<file path="src/rtl/exec_alu.sv">
// rtl/exec_alu.sv - registered execute-stage ALU with iterative 1-bit-per-cycle shifter
module exec_alu #(
  parameter int DATA_WIDTH  = 32,
  parameter int SHAMT_WIDTH = 5
) (
  input  logic                  clk_i,
  input  logic                  rst_i,
  input  logic                  valid_i,
  output logic                  ready_o,
  input  logic [3:0]            ALUCtrl_i,
  input  logic [DATA_WIDTH-1:0] src1_i,
  input  logic [DATA_WIDTH-1:0] src2_i,
  output logic                  valid_o,
  input  logic                  ready_i,
  output logic [DATA_WIDTH-1:0] result_o,
  output logic                  zero_o,
  output logic                  branch_o
);

  localparam logic [0:0] ST_IDLE  = 1'b0;
  localparam logic [0:0] ST_SHIFT = 1'b1;

  localparam logic [3:0] OP_AND = 4'b0000;
  localparam logic [3:0] OP_OR  = 4'b0001;
  localparam logic [3:0] OP_ADD = 4'b0010;
  localparam logic [3:0] OP_SUB = 4'b0011;
  localparam logic [3:0] OP_SLL = 4'b0100;
  localparam logic [3:0] OP_SRL = 4'b0101;
  localparam logic [3:0] OP_BEQ = 4'b0110;
  localparam logic [3:0] OP_XOR = 4'b0111;
  localparam logic [3:0] OP_BNE = 4'b1001;

  logic [0:0]             state;
  logic [DATA_WIDTH-1:0]  work;
  logic [SHAMT_WIDTH-1:0] cnt;
  logic                   shift_right;

  logic [SHAMT_WIDTH-1:0] shamt;
  logic                   is_shift;
  logic                   is_srl;
  logic                   accept;
  logic                   out_free;
  logic [DATA_WIDTH-1:0]  first_shift;
  logic [DATA_WIDTH-1:0]  next_work;
  logic [DATA_WIDTH-1:0]  alu_res;
  logic                   alu_br;

  assign shamt       = src2_i[SHAMT_WIDTH-1:0];
  assign is_srl      = (ALUCtrl_i == OP_SRL);
  assign is_shift    = (ALUCtrl_i == OP_SLL) || is_srl;
  assign out_free    = !valid_o || ready_i;
  assign ready_o     = (state == ST_IDLE) && out_free;
  assign accept      = valid_i && ready_o;
  assign first_shift = is_srl ? (src1_i >> 1) : (src1_i << 1);
  assign next_work   = shift_right ? (work >> 1) : (work << 1);

  // Single-cycle result; shifts only land here for shamt 0 or 1
  always_comb begin
    alu_res = '0;
    alu_br  = 1'b0;
    case (ALUCtrl_i)
      OP_AND: alu_res = src1_i & src2_i;
      OP_OR:  alu_res = src1_i | src2_i;
      OP_ADD: alu_res = src1_i + src2_i;
      OP_SUB: alu_res = src1_i - src2_i;
      OP_XOR: alu_res = src1_i ^ src2_i;
      OP_SLL, OP_SRL: alu_res = (shamt == '0) ? src1_i : first_shift;
      OP_BEQ: begin
        alu_res = src1_i - src2_i;
        alu_br  = (src1_i == src2_i);
      end
      OP_BNE: begin
        alu_res = src1_i - src2_i;
        alu_br  = (src1_i != src2_i);
      end
      default: begin
        alu_res = '0;
        alu_br  = 1'b0;
      end
    endcase
  end

  // Control FSM, shifter datapath and output registers
  always_ff @(posedge clk_i) begin
    if (rst_i) begin
      state       <= ST_IDLE;
      work        <= '0;
      cnt         <= '0;
      shift_right <= 1'b0;
      valid_o     <= 1'b0;
      result_o    <= '0;
      zero_o      <= 1'b0;
      branch_o    <= 1'b0;
    end else begin
      // A consumed result drops unless a new one overwrites it below
      if (valid_o && ready_i) begin
        valid_o <= 1'b0;
      end
      case (state)
        ST_IDLE: begin
          if (accept) begin
            if (is_shift && (shamt > SHAMT_WIDTH'(1))) begin
              work        <= first_shift;
              cnt         <= shamt - 1'b1;
              shift_right <= is_srl;
              state       <= ST_SHIFT;
            end else begin
              result_o <= alu_res;
              zero_o   <= (alu_res == '0);
              branch_o <= alu_br;
              valid_o  <= 1'b1;
            end
          end
        end
        ST_SHIFT: begin
          if (cnt == SHAMT_WIDTH'(1)) begin
            // Final shift writes straight into the output slot once it is free
            if (out_free) begin
              work     <= next_work;
              cnt      <= '0;
              result_o <= next_work;
              zero_o   <= (next_work == '0);
              branch_o <= 1'b0;
              valid_o  <= 1'b1;
              state    <= ST_IDLE;
            end
          end else begin
            work <= next_work;
            cnt  <= cnt - 1'b1;
          end
        end
        default: state <= ST_IDLE;
      endcase
    end
  end

endmodule

</file>
<file path="config.mk">
export PLATFORM = sky130hd
export DESIGN_NAME = exec_alu
export DESIGN_NICKNAME = d
export VERILOG_FILES = /design/src/rtl/exec_alu.sv
export SDC_FILE = /design/constraint.sdc
export NUM_CORES = 1
export LEC_CHECK = 0
export ABC_AREA = 1
export CORE_MARGIN = 2
export CORE_UTILIZATION = 45
export CTS_CLUSTER_DIAMETER = 80
export CTS_CLUSTER_SIZE = 40
export DETAILED_ROUTE_END_ITERATION = 10
export GPL_TIMING_DRIVEN = 0
export HOLD_SLACK_MARGIN = 0.12
export PLACE_DENSITY = 0.63
export SYNTH_ARGS = -nofsm -noshare
export SYNTH_HDL_FRONTEND = slang
export SYNTH_SLANG_ARGS = --single-unit
</file>
<file path="constraint.sdc">
create_clock -name clk_i -period 5.8 [get_ports clk_i]
set_input_delay 0.87 -clock clk_i [delete_from_list [all_inputs] [get_ports clk_i]]
set_output_delay 0.87 -clock clk_i [all_outputs]
set_load 0.02 [all_outputs]
</file>
Word-level counts from Yosys, hierarchy flattened. Index checks and enable logic that the tools add are counted.

Logic and storage cells: 90. Flip-flop bits (word level): 74. Output and inout port bits: 36.

$add $sub $neg: 4. $lt $le $gt $ge: 1. Bitwise gates (word level): 4. Equality and inequality tests: 17. Mux-type cells: 40. Reduce and logical (&&, ||, !) cells: 16.

Operator list (number): two-way mux 32 bit (10); one-hot mux 32 bit (6 select lines) (1); one-hot mux 32 bit (2 select lines) (2); zero test 32 bit (2); adder 32 bit (1); bitwise AND 32 bit (1); equality test 32 bit (1); inequality test 32 bit (1); bitwise OR 32 bit (1); subtractor 32 bit (1); bitwise XOR 32 bit (1); two-way mux 5 bit (4); two-way mux 1 bit (17); equality test 4 x 3 -> 1 bit, second input constant (4); one-hot mux 1 bit (2 select lines) (5); one-hot mux 5 bit (2 select lines) (1); subtractor 5 x 1 -> 5 bit, second input constant (2); equality test 4 x 2 -> 1 bit, second input constant (2); inequality test 2 x 1 -> 1 bit, second input constant (3); AND reduction 3 bit (2); equality test 5 x 1 -> 1 bit, second input constant (1); > comparator 5 x 1 -> 1 bit, second input constant (1); zero test 5 bit (1); equality test 4 x 1 -> 1 bit, second input constant (1); other kinds (11) (16).

Logic depth before layout (Yosys ltp).
Depth in word-level cells: 8. Mapped depth: 22. Depth with buffers taken out: 21.

Worst setup path before layout. OpenSTA, ideal clock, no wires.

Kind: input -> register. From: in src1_i[0]. To: reg zero_o. Setup slack: 2931 ps. Stages: 18. Data arrival time: 2800 ps. Setup time: 70 ps. Required time: 5730 ps. Cell sequence: ha_1 -> inv_1 -> fa_1 -> o21ai_1 -> nand3_1 -> nand2_1 -> nand2_1 -> nand2_1 -> nand2_1 -> nand2_1 -> nor2_1 -> nor2_1 -> nand2_1 -> nor2_1 -> nand2_1 -> nor3_1 -> nand2_1 -> a21oi_1.

Word-level cells in the longest chain between the ends: 7.

Ends and longest elaborated chain: start: declaration (line 11) `input logic [DATA_WIDTH-1:0] src1_i,`; parallel branches: the longest is 2 deep, another holds subtractor 32 bit; one-hot mux 32 bit (6 select lines) * (line 61) `case (ALUCtrl_i)`; zero test 32 bit * (line 109) `zero_o <= (alu_res == '0);`; two-way mux 1 bit * (line 102) `if (is_shift && (shamt > SHAMT_WIDTH'(1))) begin`; two-way mux 1 bit * (line 101) `if (accept) begin`; one-hot mux 1 bit (2 select lines) * (line 99) `case (state)`; end signal: assignment (line 109); end signal: assignment (line 122) `zero_o <= (next_work == '0);`; end: declaration (line 16) `output logic zero_o,`.

Every way passes the cells marked *. The select of a mux whose other input is x is not followed. A chain may end at the register's enable or synchronous reset.

Worst setup path after layout.
From: in src1_i[21]. To: reg zero_o.

The elaborated chain is that of the path after synthesis.

==> key figures <==
CTS
  • Max clock buf depth: 2
  • Total CTS buffers: 9
  • CTS tree: done
  • # H-tree levels: 3
  • CTS Sinks: 74
  • Root Driver: clkbuf_16
  • Worst-path clk slew: 0.06 ns
  • # resized after CTS: 0
  • Cts hold-fix bufs: 0
  • Worst skew pair latency: 0.34 ns
  • Total setup buffers inserted after CTS: 0

Power and ir drop
  • Leakage: 6.989 nW
  • PD cells: 178.4 mW/mm2
  • Final total power: 2.350 mW
  • Maximum VDD drop: ~0.00014 V

Floorplanning
  • Die Area: 0.02657 mm2
  • Initial Util: 45.45%
  • Die width: 163.0 um
  • CORE AREA: 0.02504 mm2
  • Ports: 108
  • Die Y: 163.0 um
  • Num rows: 58

Worst hold path
  • Hold Startpoint: result_o[31]$_SDFFE_PP0P_
  • Worst Hold Depth: 2
  • Hold worst-path end: result_o[31]$_SDFFE_PP0P_
  • Hold WC Path Type: reg2reg

Finish
  • Post-layout util: 52.61%
  • Post-route design area: 0.01317 mm2
  • # diodes: 0
  • Fillers: between 2000 and 3000
  • Area Overhead vs Synth: 15.77%
  • Share of cells above drive strength 1: 4.637%
  • Post-Layout Cell Count: 2573
  • Final net count: 2416

Drt
  • DR iter-0 viols: ~1700
  • First-pass detailed-route iteration total: 6
  • Vias: 14370
  • Post-route DRC violation count: 0
  • Wire per inst: between 20 and 25 um
  • Number of routed nets with antenna violations: 0
  • Number of vias per cell: about 5.6
  • Routed Wire Length: 51.84 mm

Setup path
  • CP Cell Sequence: clkdlybuf4s50_1 > inv_1 > ha_1 > buf_2 > nor2_1 > nand2_1 > nor3_1 > nand3_1 > nand3_1 > nand2_1 > nand3_1 > nand3_1 > nor2_1 > nand2_1 > nor3_1 > nand2_1 > a21oi_1
  • Flop2flop setup slack: 2.94 ns
  • Reg2Reg Capture Point: result_o[2]$_SDFFE_PP0P_
  • Crit-path slowest cell: clkdlybuf4s50_1
  • WP data required: 6.07 ns
  • Crit Path Category: in2reg
  • Critical Path Start Type: input pin
  • Reg2Reg Depth: 9
  • Reg2Reg Launch Point: state$_SDFF_PP0_
  • WP depth: 17
  • Critical path buffers and inverters: 3
  • CP Data Arrival Time: 4.42 ns
  • CP delay by family, top: simple AND/OR/NAND/NOR gates
  • Slowest stage delay, CP: about 0.65 ns
  • Crit Path Max Fanout: 9
  • Crit. End Element: flip-flop

Synthesis
  • Async SR Flop Fraction: 0%
  • Ys Warns: 0
  • Post-synth top area share: 21.61%
  • Sequential area share after synthesis: a little over an eighth
  • Synthesized cell area: 0.01138 mm2
  • Top cells by area, synth: nand2_1 (22%), dfxtp_1 (13%), inv_1 (12%)
  • Synth top cells by count: nand2_1 (655), inv_1 (350), nor2_1 (199)
  • Post-synth EDFFs: 0
  • Commonest register cell after synthesis: dfxtp_1
  • #FFs+latches synth: 74
  • Largest area contributor in the netlist: nand2_1
  • Syn avg cell area: 5.365 um2
  • Synth cell types: 47
  • Syn Nets: 2299
  • Count leader, synth: nand2_1
  • Synth Instances: 2121

Timing
  • Skew final: 0.008595 ns
  • Final WS setup: 1.644 ns
  • Final setup violation count: 0
  • Worst Tran Pin Value: 0.8871 ns
  • Max Slew Vio Count: 0
  • Final setup TNS: 0 ns
  • RSZ-0062 raised after global routing: false
  • Hold slack: between 0.4 and 0.5 ns
  • Final Hold Fails: 0
  • Slew HR: 40.24%
  • Fin crit share: 71.65%
  • Tmin final: between 4 and 5 ns
  • Max Clock Freq: 240.6 MHz

Global routing
  • First-pass GRT wire length: 76.53 mm
  • Initial antenna violation count: 0
  • Total track usage: between 30% and 40%
  • Vias in the first global route: between 10000 and 15000
  • Pin count of the biggest net entering global routing: 13
  • Grt total ovfl: 0

Placed design
  • Placed inst area: 0.01285 mm2
  • Detailed Place HPWL: 43.04 mm
  • PortBufs: 106
  • Placer congestion estimate: 1.017
  • Place WS: 1.456 ns
  • Placed Cells: between 2000 and 3000

Job
  • Max-cap violations: 0

Run status
  • Status: completed
-- registers in the layout (all words and copies together) (netlist names) --
register,flops
branch_o,1
cnt,5
result_o,32
shift_right,1
state,1
valid_o,1
work,32
zero_o,1
-- tightest hold or removal path, stage by stage (launching register included) --
cell and delay [ns]:
dfxtp_1 0.31, nand2_1 0.06, a21oi_1 0.05
-- worst max path at each step --
stage,from,endpoint,slack [ns]
floorplan,src1_i[0],zero_o$_SDFFE_PP0P_,2.93
finish,src1_i[21],zero_o$_SDFFE_PP0P_,1.64
global placement,src1_i[20],zero_o$_SDFFE_PP0P_,1.47
global route,src1_i[20],zero_o$_SDFFE_PP0P_,1.58
CTS,src1_i[20],zero_o$_SDFFE_PP0P_,1.79
detailed placement,src1_i[20],zero_o$_SDFFE_PP0P_,1.46
-- cells by family after synthesis --
group                      count (synthesis)  share of synthesized area [%]
buffers and inverters                    456                          15.93
and+or+nand+nor                         1117                          40.88
muxes                                      6                         0.5278
xor gates and xnor gates                   6                         0.4618
AOI/OAI and AO/OA                        356                          17.39
DFF                                       74                          13.02
adders and majority gates                106                          11.79
-- area by class of cell --
class                   count  area, um2  area share, %
multi-input cells        1591       8084          61.37
flip-flops and latches     74       1481          11.25
inverters                 362       1359          10.32
repair buffers            106       1061          8.055
plain buffers              94      454.2          3.448
well taps                 330      412.9          3.135
clock buffers              11      242.7          1.843
clock inverters             5      77.57         0.5889
-- cell usage in the layout (no fill, tap or decap), types with 6 or more instances in the layout --
cell type        instances
o21ai_1                 22
a211oi_1                 8
o22ai_1                 10
clkbuf_16                9
a21oi_1                 91
o21ai_0                156
or2_2                   17
mux2i_1                  6
o211ai_1                 8
clkdlybuf4s50_1        106
o221ai_1                13
a31oi_1                 33
nand4_1                 22
ha_1                   104
clkbuf_1                42
inv_2                    9
dfxtp_1                 74
buf_2                   42
nor3_1                  21
o21bai_1                 6
nand3_1                178
nand2_1                655
nor2_1                 199
inv_1                  350
-- where the power goes --
part | switching (mW) | internal (mW)
combinational | 0.779 | 0.362
clock | 0.227 | 0.387
sequential | 0.0341 | 0.560
total | 1.04 | 1.31
-- per-layer routing --
metal	routed length (um)	share of wire, %	track usage [%]	vias to the layer above
met5	0	0	0	-
met4	2642	5.1	18.10	0
met3	4521	8.7	5.231	122
met2	22700	44	61.38	727
met1	21980	42	51.18	6542
li1	-	-	-	6983
Note: power is estimated with default switching activity, not from simulation.
